`config.mk`:
```
export PLATFORM = sky130hd
export DESIGN_NAME = mult_digit_sequencer_flat
export DESIGN_NICKNAME = d
export VERILOG_FILES = /design/src/rtl/mult_digit_sequencer_pkg.sv /design/src/rtl/mult_digit_sequencer_if.sv /design/src/rtl/mult_digit_sequencer_pos_counter.sv /design/src/rtl/mult_digit_sequencer.sv /design/src/flat_wrapper.sv
export SDC_FILE = /design/constraint.sdc
export NUM_CORES = 1
export LEC_CHECK = 0
export BUFFER_PORTS_ARGS = -buffer_cell sky130_fd_sc_hd__buf_2
export CAP_MARGIN = 30
export CORE_MARGIN = 1.5
export CORE_UTILIZATION = 50
export DETAILED_ROUTE_END_ITERATION = 6
export PLACE_DENSITY = 0.73
export SLEW_MARGIN = 20
export SYNTH_ARGS = -nofsm -noshare
export SYNTH_HDL_FRONTEND = slang
export SYNTH_SLANG_ARGS = --single-unit
```
`constraint.sdc`:
```
create_clock -name clk -period 2.4 [get_ports clk]
set_input_delay 0 -clock clk [delete_from_list [all_inputs] [get_ports clk]]
set_output_delay 0 -clock clk [all_outputs]
set_load 0.01 [all_outputs]
```
`src/rtl/mult_digit_sequencer_pkg.sv`:
```
// rtl/mult_digit_sequencer_pkg.sv - shared types and default constants for the online multiplier
package mult_pkg;

    // Defaults shared with the CA-register stage.
    localparam int UNROLLING_DEF    = 64;
    localparam int ONLINE_DELAY_DEF = 3;
    localparam int ADDR_WIDTH_DEF   = 7;
    localparam int IDX_WIDTH        = 11;

    typedef enum logic [1:0] {
        S_IDLE  = 2'd0,
        S_RUN   = 2'd1,
        S_DRAIN = 2'd2,
        S_DONE  = 2'd3
    } seq_state_e;

    // Radix-2 signed digit, {plus, minus}.
    typedef logic [1:0] digit_t;

    localparam digit_t DIGIT_ZERO = 2'b00;

    // Limit the operand length so that operand plus drain digits still fit the index.
    function automatic logic [IDX_WIDTH-1:0] clamp_digits(input logic [IDX_WIDTH-1:0] n,
                                                          input int                   od);
        logic [IDX_WIDTH-1:0] max_n;
        max_n = IDX_WIDTH'(2047 - od);
        return (n > max_n) ? max_n : n;
    endfunction

endpackage

```
`src/rtl/mult_digit_sequencer_if.sv`:
```
// rtl/mult_digit_sequencer_if.sv - operand digit input handshake bundle
interface mult_digit_sequencer_if;

    mult_pkg::digit_t x_in;
    mult_pkg::digit_t y_in;
    logic             in_valid;
    logic             in_ready;

    // Upstream digit source drives the digits and valid.
    modport master (
        output x_in,
        output y_in,
        output in_valid,
        input  in_ready
    );

    // The sequencer consumes digits and returns ready.
    modport slave (
        input  x_in,
        input  y_in,
        input  in_valid,
        output in_ready
    );

endinterface

```
`src/rtl/mult_digit_sequencer_pos_counter.sv`:
```
// rtl/mult_digit_sequencer_pos_counter.sv - digit position within a word plus word address
module digit_pos_counter #(
    parameter int UNROLLING  = 64,
    parameter int ADDR_WIDTH = 7,
    parameter int POS_WIDTH  = 11
) (
    input  logic                  clk,
    input  logic                  rst_n,
    input  logic                  clear_i,
    input  logic                  advance_i,
    output logic [POS_WIDTH-1:0]  pos_o,
    output logic [ADDR_WIDTH-1:0] addr_o
);

    logic [POS_WIDTH-1:0]  pos_q, pos_d;
    logic [ADDR_WIDTH-1:0] addr_q, addr_d;

    // Next position: clear wins, otherwise step and roll into the next word at the wrap point.
    always_comb begin
        pos_d  = pos_q;
        addr_d = addr_q;
        if (clear_i) begin
            pos_d  = '0;
            addr_d = '0;
        end else if (advance_i) begin
            if (pos_q == POS_WIDTH'(UNROLLING - 1)) begin
                pos_d  = '0;
                addr_d = addr_q + ADDR_WIDTH'(1);
            end else begin
                pos_d  = pos_q + POS_WIDTH'(1);
            end
        end
    end

    // Position and address registers.
    always_ff @(posedge clk or negedge rst_n) begin
        if (!rst_n) begin
            pos_q  <= '0;
            addr_q <= '0;
        end else begin
            pos_q  <= pos_d;
            addr_q <= addr_d;
        end
    end

    assign pos_o  = pos_q;
    assign addr_o = addr_q;

endmodule

```
`src/rtl/mult_digit_sequencer.sv`:
```
// rtl/mult_digit_sequencer.sv - digit re-timing and per-digit control for the CA-register stage
module mult_digit_sequencer
    import mult_pkg::*;
#(
    parameter int UNROLLING    = UNROLLING_DEF,
    parameter int ONLINE_DELAY = ONLINE_DELAY_DEF,
    parameter int ADDR_WIDTH   = ADDR_WIDTH_DEF
) (
    input  logic                     clk,
    input  logic                     asyn_reset_n,
    input  logic                     start,
    input  logic [10:0]              num_digits,
    mult_digit_sequencer_if.slave    digit_in,
    input  logic                     stall,
    output digit_t                   x_out,
    output digit_t                   y_out,
    output logic                     enable,
    output logic                     refresh,
    output logic [10:0]              counter,
    output logic [10:0]              shift_cnt,
    output logic [ADDR_WIDTH-1:0]    wr_addr,
    output logic [ADDR_WIDTH-1:0]    rd_addr,
    output logic                     busy,
    output logic                     done
);

    localparam logic [1:0]  IDLE  = 2'(S_IDLE);
    localparam logic [1:0]  RUN   = 2'(S_RUN);
    localparam logic [1:0]  DRAIN = 2'(S_DRAIN);
    localparam logic [1:0]  DONE  = 2'(S_DONE);
    localparam logic [10:0] OD_W  = 11'(ONLINE_DELAY);

    logic [1:0]            state_q, state_d;
    logic [10:0]           idx_q, idx_d;
    logic [10:0]           num_q, num_d;

    digit_t                x_q, y_q;
    logic                  enable_q, refresh_q, done_q;
    logic [10:0]           counter_q, shift_q;
    logic [ADDR_WIDTH-1:0] wr_addr_q, rd_addr_q;

    logic                  start_acc;
    logic                  issue_run, issue_drain, issue;
    logic                  last_run, last_drain;
    logic                  rd_advance;
    digit_t                issue_x, issue_y;

    logic [10:0]           wr_pos;
    logic [ADDR_WIDTH-1:0] wr_addr_cur;
    logic [10:0]           unused_rd_pos;
    logic [ADDR_WIDTH-1:0] rd_addr_cur;

    assign start_acc   = (state_q == IDLE) && start;
    assign issue_run   = (state_q == RUN) && digit_in.in_valid && !stall;
    assign issue_drain = (state_q == DRAIN) && !stall;
    assign issue       = issue_run || issue_drain;
    assign last_run    = (idx_q == num_q - 11'd1);
    assign last_drain  = (idx_q == num_q + OD_W - 11'd1);

    // The read side trails the write side by the online delay, so it only starts moving then.
    assign rd_advance  = issue && (idx_q >= OD_W);

    assign issue_x     = issue_run ? digit_in.x_in : DIGIT_ZERO;
    assign issue_y     = issue_run ? digit_in.y_in : DIGIT_ZERO;

    assign digit_in.in_ready = (state_q == RUN) && !stall;

    digit_pos_counter #(
        .UNROLLING  (UNROLLING),
        .ADDR_WIDTH (ADDR_WIDTH),
        .POS_WIDTH  (11)
    ) u_wr_pos (
        .clk       (clk),
        .rst_n     (asyn_reset_n),
        .clear_i   (start_acc),
        .advance_i (issue),
        .pos_o     (wr_pos),
        .addr_o    (wr_addr_cur)
    );

    digit_pos_counter #(
        .UNROLLING  (UNROLLING),
        .ADDR_WIDTH (ADDR_WIDTH),
        .POS_WIDTH  (11)
    ) u_rd_pos (
        .clk       (clk),
        .rst_n     (asyn_reset_n),
        .clear_i   (start_acc),
        .advance_i (rd_advance),
        .pos_o     (unused_rd_pos),
        .addr_o    (rd_addr_cur)
    );

    // Pass sequencing: operand digits in RUN, zero flush digits in DRAIN, one DONE cycle.
    always_comb begin
        state_d = state_q;
        idx_d   = idx_q;
        num_d   = num_q;
        case (state_q)
            IDLE: begin
                if (start) begin
                    num_d   = clamp_digits(num_digits, ONLINE_DELAY);
                    idx_d   = '0;
                    state_d = (num_digits == 11'd0) ? DONE : RUN;
                end
            end
            RUN: begin
                if (issue_run) begin
                    idx_d = idx_q + 11'd1;
                    if (last_run) begin
                        state_d = (ONLINE_DELAY == 0) ? DONE : DRAIN;
                    end
                end
            end
            DRAIN: begin
                if (issue_drain) begin
                    idx_d = idx_q + 11'd1;
                    if (last_drain) begin
                        state_d = DONE;
                    end
                end
            end
            DONE: begin
                state_d = IDLE;
            end
            default: begin
                state_d = IDLE;
            end
        endcase
    end

    // State, issue index and latched pass length.
    always_ff @(posedge clk or negedge asyn_reset_n) begin
        if (!asyn_reset_n) begin
            state_q <= IDLE;
            idx_q   <= '0;
            num_q   <= '0;
        end else begin
            state_q <= state_d;
            idx_q   <= idx_d;
            num_q   <= num_d;
        end
    end

    // Registered digit and control toward the CA-register stage; held while nothing issues.
    always_ff @(posedge clk or negedge asyn_reset_n) begin
        if (!asyn_reset_n) begin
            x_q       <= DIGIT_ZERO;
            y_q       <= DIGIT_ZERO;
            enable_q  <= 1'b0;
            refresh_q <= 1'b0;
            done_q    <= 1'b0;
            counter_q <= '0;
            shift_q   <= 11'(UNROLLING - 1);
            wr_addr_q <= '0;
            rd_addr_q <= '0;
        end else begin
            enable_q  <= issue;
            refresh_q <= issue_run && (idx_q == 11'd0);
            done_q    <= (state_q == DONE);
            if (issue) begin
                x_q       <= issue_x;
                y_q       <= issue_y;
                counter_q <= wr_pos;
                shift_q   <= 11'(UNROLLING - 1) - wr_pos;
                wr_addr_q <= wr_addr_cur;
                rd_addr_q <= rd_addr_cur;
            end
        end
    end

    assign x_out     = x_q;
    assign y_out     = y_q;
    assign enable    = enable_q;
    assign refresh   = refresh_q;
    assign counter   = counter_q;
    assign shift_cnt = shift_q;
    assign wr_addr   = wr_addr_q;
    assign rd_addr   = rd_addr_q;
    assign done      = done_q;

    // Busy covers the done pulse so it drops the cycle after done.
    assign busy      = (state_q != IDLE) || done_q;

endmodule

```
`src/flat_wrapper.sv`:
```
// flat-port wrapper written by rule: the top's interface ports become plain ports
module mult_digit_sequencer_flat import mult_pkg::*;
#(
    parameter int UNROLLING    = UNROLLING_DEF,
    parameter int ONLINE_DELAY = ONLINE_DELAY_DEF,
    parameter int ADDR_WIDTH   = ADDR_WIDTH_DEF
)
  (clk, asyn_reset_n, start, num_digits, stall, x_out, y_out, enable, refresh, counter, shift_cnt, wr_addr, rd_addr, busy, done, digit_in_x_in, digit_in_y_in, digit_in_in_valid, digit_in_in_ready);
  mult_digit_sequencer_if digit_in_i ();
  input  logic clk;
  input  logic asyn_reset_n;
  input  logic start;
  input  logic [10:0] num_digits;
  input  logic stall;
  output digit_t x_out;
  output digit_t y_out;
  output logic enable;
  output logic refresh;
  output logic [10:0] counter;
  output logic [10:0] shift_cnt;
  output logic [ADDR_WIDTH-1:0] wr_addr;
  output logic [ADDR_WIDTH-1:0] rd_addr;
  output logic busy;
  output logic done;
  input wire logic [$bits(digit_in_i.x_in)-1:0] digit_in_x_in;
  input wire logic [$bits(digit_in_i.y_in)-1:0] digit_in_y_in;
  input wire logic [$bits(digit_in_i.in_valid)-1:0] digit_in_in_valid;
  output wire logic [$bits(digit_in_i.in_ready)-1:0] digit_in_in_ready;
  assign digit_in_i.x_in = digit_in_x_in;
  assign digit_in_i.y_in = digit_in_y_in;
  assign digit_in_i.in_valid = digit_in_in_valid;
  assign digit_in_in_ready = digit_in_i.in_ready;
  mult_digit_sequencer #(.UNROLLING(UNROLLING), .ONLINE_DELAY(ONLINE_DELAY), .ADDR_WIDTH(ADDR_WIDTH)) u_core (.clk(clk), .asyn_reset_n(asyn_reset_n), .start(start), .num_digits(num_digits), .digit_in(digit_in_i), .stall(stall), .x_out(x_out), .y_out(y_out), .enable(enable), .refresh(refresh), .counter(counter), .shift_cnt(shift_cnt), .wr_addr(wr_addr), .rd_addr(rd_addr), .busy(busy), .done(done));
endmodule
```
**After elaboration in Yosys (flattened, before gate mapping)**

Cells that the tools add are included.

- Add/subtract/negate cells: 9
- Magnitude comparators: 2
- Eq/ne operators: 12
- Muxes and demuxes: 26
- Reductions and logical operators: 24

Operators with widths:

| kind | count |
|---|---|
| two-way mux 11 bit | 10 |
| two-way mux 7 bit | 6 |
| adder 11 x 1 -> 11 bit (second input constant) | 3 |
| case mux 11 bit (3 select lines) | 1 |
| equality test 11 bit | 2 |
| equality test 11 x 6 -> 1 bit (second input constant) | 2 |
| logical NOT 11 bit | 2 |
| subtractor 11 x 1 -> 11 bit (second input constant) | 2 |
| two-way mux 2 bit | 8 |
| adder 7 x 1 -> 7 bit (second input constant) | 2 |
| adder 11 x 2 -> 11 bit (second input constant) | 1 |
| >= comparator 11 x 2 -> 1 bit (second input constant) | 1 |
| greater-than comparator 11 bit (second input constant) | 1 |
| subtractor 6 x 11 -> 11 bit (first input constant) | 1 |
| nonzero test 2 bit | 5 |
| inequality test 2 x 1 -> 1 bit (second input constant) | 4 |
| case mux 2 bit (4 select lines) | 1 |
| logical AND 1 bit | 7 |
| AND reduction 2 bit | 3 |
| AND reduction 5 bit | 1 |
| equality test 2 bit (second input constant) | 2 |
| AND reduction 4 bit | 1 |
| nonzero test 3 bit | 1 |
| equality test 2 x 1 -> 1 bit (second input constant) | 1 |
| other kinds (4) | 5 |

- Register bits: 103
- Output and inout port bits: 45
- Word-level logic and storage cells: 89

**Logic depth before layout (Yosys ltp)**

- Word-level depth: 7
- Gate-level depth with buffers: 12
- Gate-level depth less buffers: 10

**Hierarchy**

Synthesis repeated with hierarchy kept, for this count alone.

- Cells, all modules: 592
- Area, all modules: 5,403.9 um^2

By module, submodules not included:

| module | instances | cells an instance | area an instance (um^2) |
|---|---|---|---|
| mult_digit_sequencer | 1 | 394 | 3,544.6 |
| digit_pos_counter | 2 | 99 | 929.6 |

**Worst setup path after synthesis**

No wires, ideal clock.

- Kind: register -> register
- Start point: register u_core.num_q[1]
- End point: register u_core.state_q[1]
- Library setup time: 0.125 ns
- Arrival time: 2.135 ns
- Slack: 0.139 ns
- Stages on the path, launching flop included: 10
- Path through: dfrtp_1 -> inv_1 -> ha_1 -> nand2b_1 -> or3_1 -> a221oi_2 -> nand4_1 -> o31ai_2 -> nand2_2 -> mux2_4

- Cells in the longest elaborated chain, start to end: 5
- Elaborated cells on any way between the ends: 8
- Classes of those cells: add/sub (3); eq/ne (4); reduce/logical (1)

RTL lines:

| item | RTL line | text |
|---|---|---|
| start: declaration | mult_digit_sequencer.sv:35 | `logic [10:0] num_q, num_d;` |
| start signal: assignment | mult_digit_sequencer.sv:141 | `num_q <= num_d;` |
| adder 11 x 2 -> 11 bit | mult_digit_sequencer.sv:58 | `assign last_drain = (idx_q == num_q + OD_W - 11'd1);` |
| subtractor 11 x 1 -> 11 bit | mult_digit_sequencer.sv:58 |  |
| equality test 11 bit | mult_digit_sequencer.sv:58 |  |
| inequality test 2 x 1 -> 1 bit (no source line) | -- |  |
| AND reduction 5 bit (no source line) (*) | -- |  |
| end signal: assignment | mult_digit_sequencer.sv:139 | `state_q <= state_d;` |
| end: declaration | mult_digit_sequencer.sv:33 | `logic [1:0] state_q, state_d;` |

Mark *: on every way between the ends. The rest lies on a longest branch, timed or not.
A chain may end at the register's enable or synchronous reset.

**Final worst setup path**

- Start point: register u_core.num_q[5]
- End point: register u_core.state_q[1]

The elaborated chain is that of the path after synthesis.

==> results by group <==
Drt
  – WL per Instance: 14.64 um
  – Pre-Repair DR Iteration Count: 5
  – DR iter-0 viols: 243
  – Via count: 4427
  – Vias per std cell: 5.392
  – Drt drc: 0
  – Post-DRT Antenna Nets: 0
  – Total Wirelength: 12020 um

Pwr
  – Sw frac: 0.3791
  – Comb power frac: 0.324
  – Worst vdd ir: 0.6062 mV
  – LEAKAGE: 3.120 nW
  – Pwr Density: 820.3 mW/mm2
  – Part of the power in registers: 0.475
  – Internal cell power: 3.237 mW
  – Net Sw Power: 1.977 mW
  – Clk pwr share: 0.202

Critical path
  – CP startpoint kind: flop
  – Arrival @ worst endpoint: 2.54 ns
  – Worst-path fanout max: 8
  – Worst Setup End Kind: flop
  – CP Data Required Time: 2.66 ns
  – Critical path class: flop to flop

GRT
  – Grt met3 use: 0.03924
  – Global-route wire length before repair: 20290 um
  – Antenna violations before repair: 0
  – Vias in the first global route: 4297
  – Met2 Usage GRT: 0.3760
  – Remaining global-route overflow: 0
  – Gr busiest metal: met2
  – Largest net degree at the start of global routing: 56
  – GR Layer Usage met1: 0.3029
  – Overall global routing resource usage: 0.2254

Clock network
  – CTS clock-pin slew for the worst setup and hold paths: 0.11 ns
  – Clk buf depth: 2
  – TritonCTS buffer count: 9
  – CTS sink cnt: 102
  – Clk Latency, worst-skew pair: 0.37 ns
  – H-tree depth: 3
  – CTS tree: done
  – Root Buffer: clkbuf_8

Run
  – Max-Cap Viols: 0

Synth
  – Largest family of logic cells by synthesized area: simple AND/OR/NAND/NOR gates
  – Simple-gate share of the synthesized area: 0.2508
  – Post-synth cell types: 64
  – Adder-Cell Fraction of Synth Area: 0.03512
  – Portion of netlist area occupied by mux cells: 0.008429
  – Post-Synth XOR/XNOR Area: 0.08148
  – Mapped cell area: 0.005344 mm2
  – Post-synthesis sequential area ratio: 0.4790
  – Primary FF master, synth: dfrtp_1
  – Post-synth ARST share: 1.000
  – Cell count after synthesis: 585
  – Post-synth EDFFs: 0
  – Syn Area/Cell: 9.135 um2
  – Yosys warns: 0
  – Post-synthesis register bit count: 102
  – Synth Area in Compound Gates: 0.1040
  – Syn nets: 620

Outcome
  – Outcome: complete, no violations

STA
  – Max Slew Vio Count: 0
  – # setup viols final: 0
  – Hold Fails Final Rpt: 0
  – RSZ-0062 raised after global routing: yes
  – Worst Tran Pin Value: 0.6014 ns
  – Post-route minimum period: 2.280 ns
  – Layout Skew: 0.01658 ns
  – Fmax: 438.7 MHz
  – Tightest slew margin relative to the limit: 0.5991
  – Fin crit share: 0.9498

Floorplanning
  – Chip Height: 106.4 um
  – Die area: 0.01132 mm2
  – # rows: 37
  – Number of I/O pins: 65
  – Die W: 106.4 um
  – Initial Util: 0.5153
  – Core area: 0.01037 mm2

Cells and area
  – Final core utilization: 0.6129
  – Area Overhead vs Synth: 18.94%
  – Ant diodes: 0
  – Layout cell share with drive strength beyond 1: 0.2204
  – Layout Nets: 715
  – Final instance area: 0.006356 mm2
  – Layout fillers: 896

Worst hold path
  – Hold WC Path Type: input pin to flop

Placement
  – Port Buffer Count: 64
  – Placed Area: 0.005941 mm2
  – Final HPWL DP: 8712 um
  – Final GP Congestion: 0.9183
==> layout make-up <==
type                       count  area [um2]  share of cell area
multi-input combinational    434        2621              0.4124
clock buffer                   9       123.9             0.01949
inverter                      21       78.83             0.01240
clock inverter                 7       63.81             0.01004
sequential                   102        2562              0.4031
timing repair buffer         112       735.7              0.1157
tap                          136       170.2             0.02677
==> cell families (layout without fill, tap and decap cells) <==
logic type,Yosys count,in the layout
simple gates,280,280
fa+ha+maj,15,15
compound gates,87,87
flops,102,102
xor+xnor,48,48
buf+inv,49,149
mux,4,4
==> Yosys cell counts (5+ instances only) <==
cell type | number | area share
a21oi_1 | 13 | 0.012
a22o_1 | 5 | 0.0082
and3_1 | 5 | 0.0059
clkbuf_1 | 16 | 0.011
dfrtp_1 | 96 | 0.45
dfstp_2 | 6 | 0.030
ha_1 | 15 | 0.035
inv_1 | 20 | 0.014
nand2_1 | 130 | 0.091
nand2b_1 | 5 | 0.0059
nand3_1 | 27 | 0.025
nand4_1 | 19 | 0.022
nor2_1 | 39 | 0.027
nor2b_1 | 7 | 0.0082
nor3_1 | 11 | 0.010
o21ai_0 | 36 | 0.034
o21ai_1 | 7 | 0.0066
o31ai_1 | 5 | 0.0070
or3_1 | 11 | 0.013
xnor2_1 | 18 | 0.030
xor2_1 | 28 | 0.046
==> per-layer routing <==
layer	up-vias	wire length, um
met5	-	0
met4	0	164
met3	17	439
met2	96	5865
met1	2138	5550
li1	2176	-
==> placed cells by master, fill, tap and decap left out, types with 3 or more instances in the layout <==
cell type and count:
nor2_1 39, nand2_1 130, inv_6 4, nand3_1 27
xnor2_1 18, and4_1 3, a21oi_1 13, nand2b_1 5
o21ai_1 7, or3_1 10, nor3_1 10, xor2_1 28
and3_1 5, dfstp_2 6, nor4_1 3, a31oi_1 3
nor2b_1 7, dlygate4sd3_1 16, nand4_1 19, inv_1 19
buf_2 63, clkbuf_8 9, buf_4 32, mux2i_1 3
ha_1 13, a22o_1 5, o31ai_1 5, o21ai_0 36
dfrtp_1 94
==> through the flow <==
step	setup TNS [ns]	setup WS (ns)	hold WS (ns)	std cells	total power, mW
final	0	0.1205	0.05580	821	5.214
after CTS	0	0.003675	0.02295	820	5.204
after global routing	-0.03582	-0.03582	0.07455	821	5.585
after detailed placement	0	0.02392	0.04918	788	4.134
after floorplan	0	0.1394	-0.2956	585	3.548
after global placement	0	0.09952	0.04374	788	4.072
==> registers in the layout (all words and copies together) (netlist names), 10 cells and up <==
register and flops:
u_core.idx_q 11, u_core.num_q 11, u_core.shift_cnt 11, u_core.u_rd_pos.pos_o 11, u_core.u_wr_pos.pos_o 11, u_core.counter 10
==> power groups by stage <==
| stage | Combinational (mW) | Sequential, mW | Clock, mW |
|---|---|---|---|
| detailed placement | 1.64 | 2.49 | 0 |
| global placement | 1.61 | 2.47 | 0 |
| finish | 1.69 | 2.48 | 1.05 |
| floorplan | 1.10 | 2.45 | 0 |
| global route | 1.91 | 2.53 | 1.14 |
| CTS | 1.67 | 2.46 | 1.07 |
==> critical path, stage by stage (launching register included) <==
cell,delay [ns]
dfrtp_1,0.60
nand3_1,0.24
o311ai_0,0.34
o31ai_1,0.13
a311oi_1,0.34
o21ai_1,0.14
nand2_2,0.09
mux2_4,0.29
==> final timing paths <==
path / start / end / slack, ns / depth (start not counted)
setup / recovery: u_core.num_q[5] / u_core.state_q[1] / 0.12 / 7
hold / removal: start / u_core.u_wr_pos.addr_o[1] / 0.06 / 4
setup reg to reg: u_core.num_q[5] / u_core.state_q[1] / 0.12 / 7
hold reg to reg: u_core.wr_addr[2] / u_core.wr_addr[2] / 0.48 / 2
max in group asynchronous: asyn_reset_n / u_core.num_q[3] / 1.51 / 3
min in group asynchronous: asyn_reset_n / u_core.x_out[1] / 0.16 / 2
==> repair_timing <==
item                                    in CTS  in global routing
setup buffers                                0                  1
hold buffers                                16                  0
endpoints found under the hold margin       56                  0
resized for setup                            0                 16
endpoints found under the setup margin       0                 14
(Power assumes the default switching activity.)
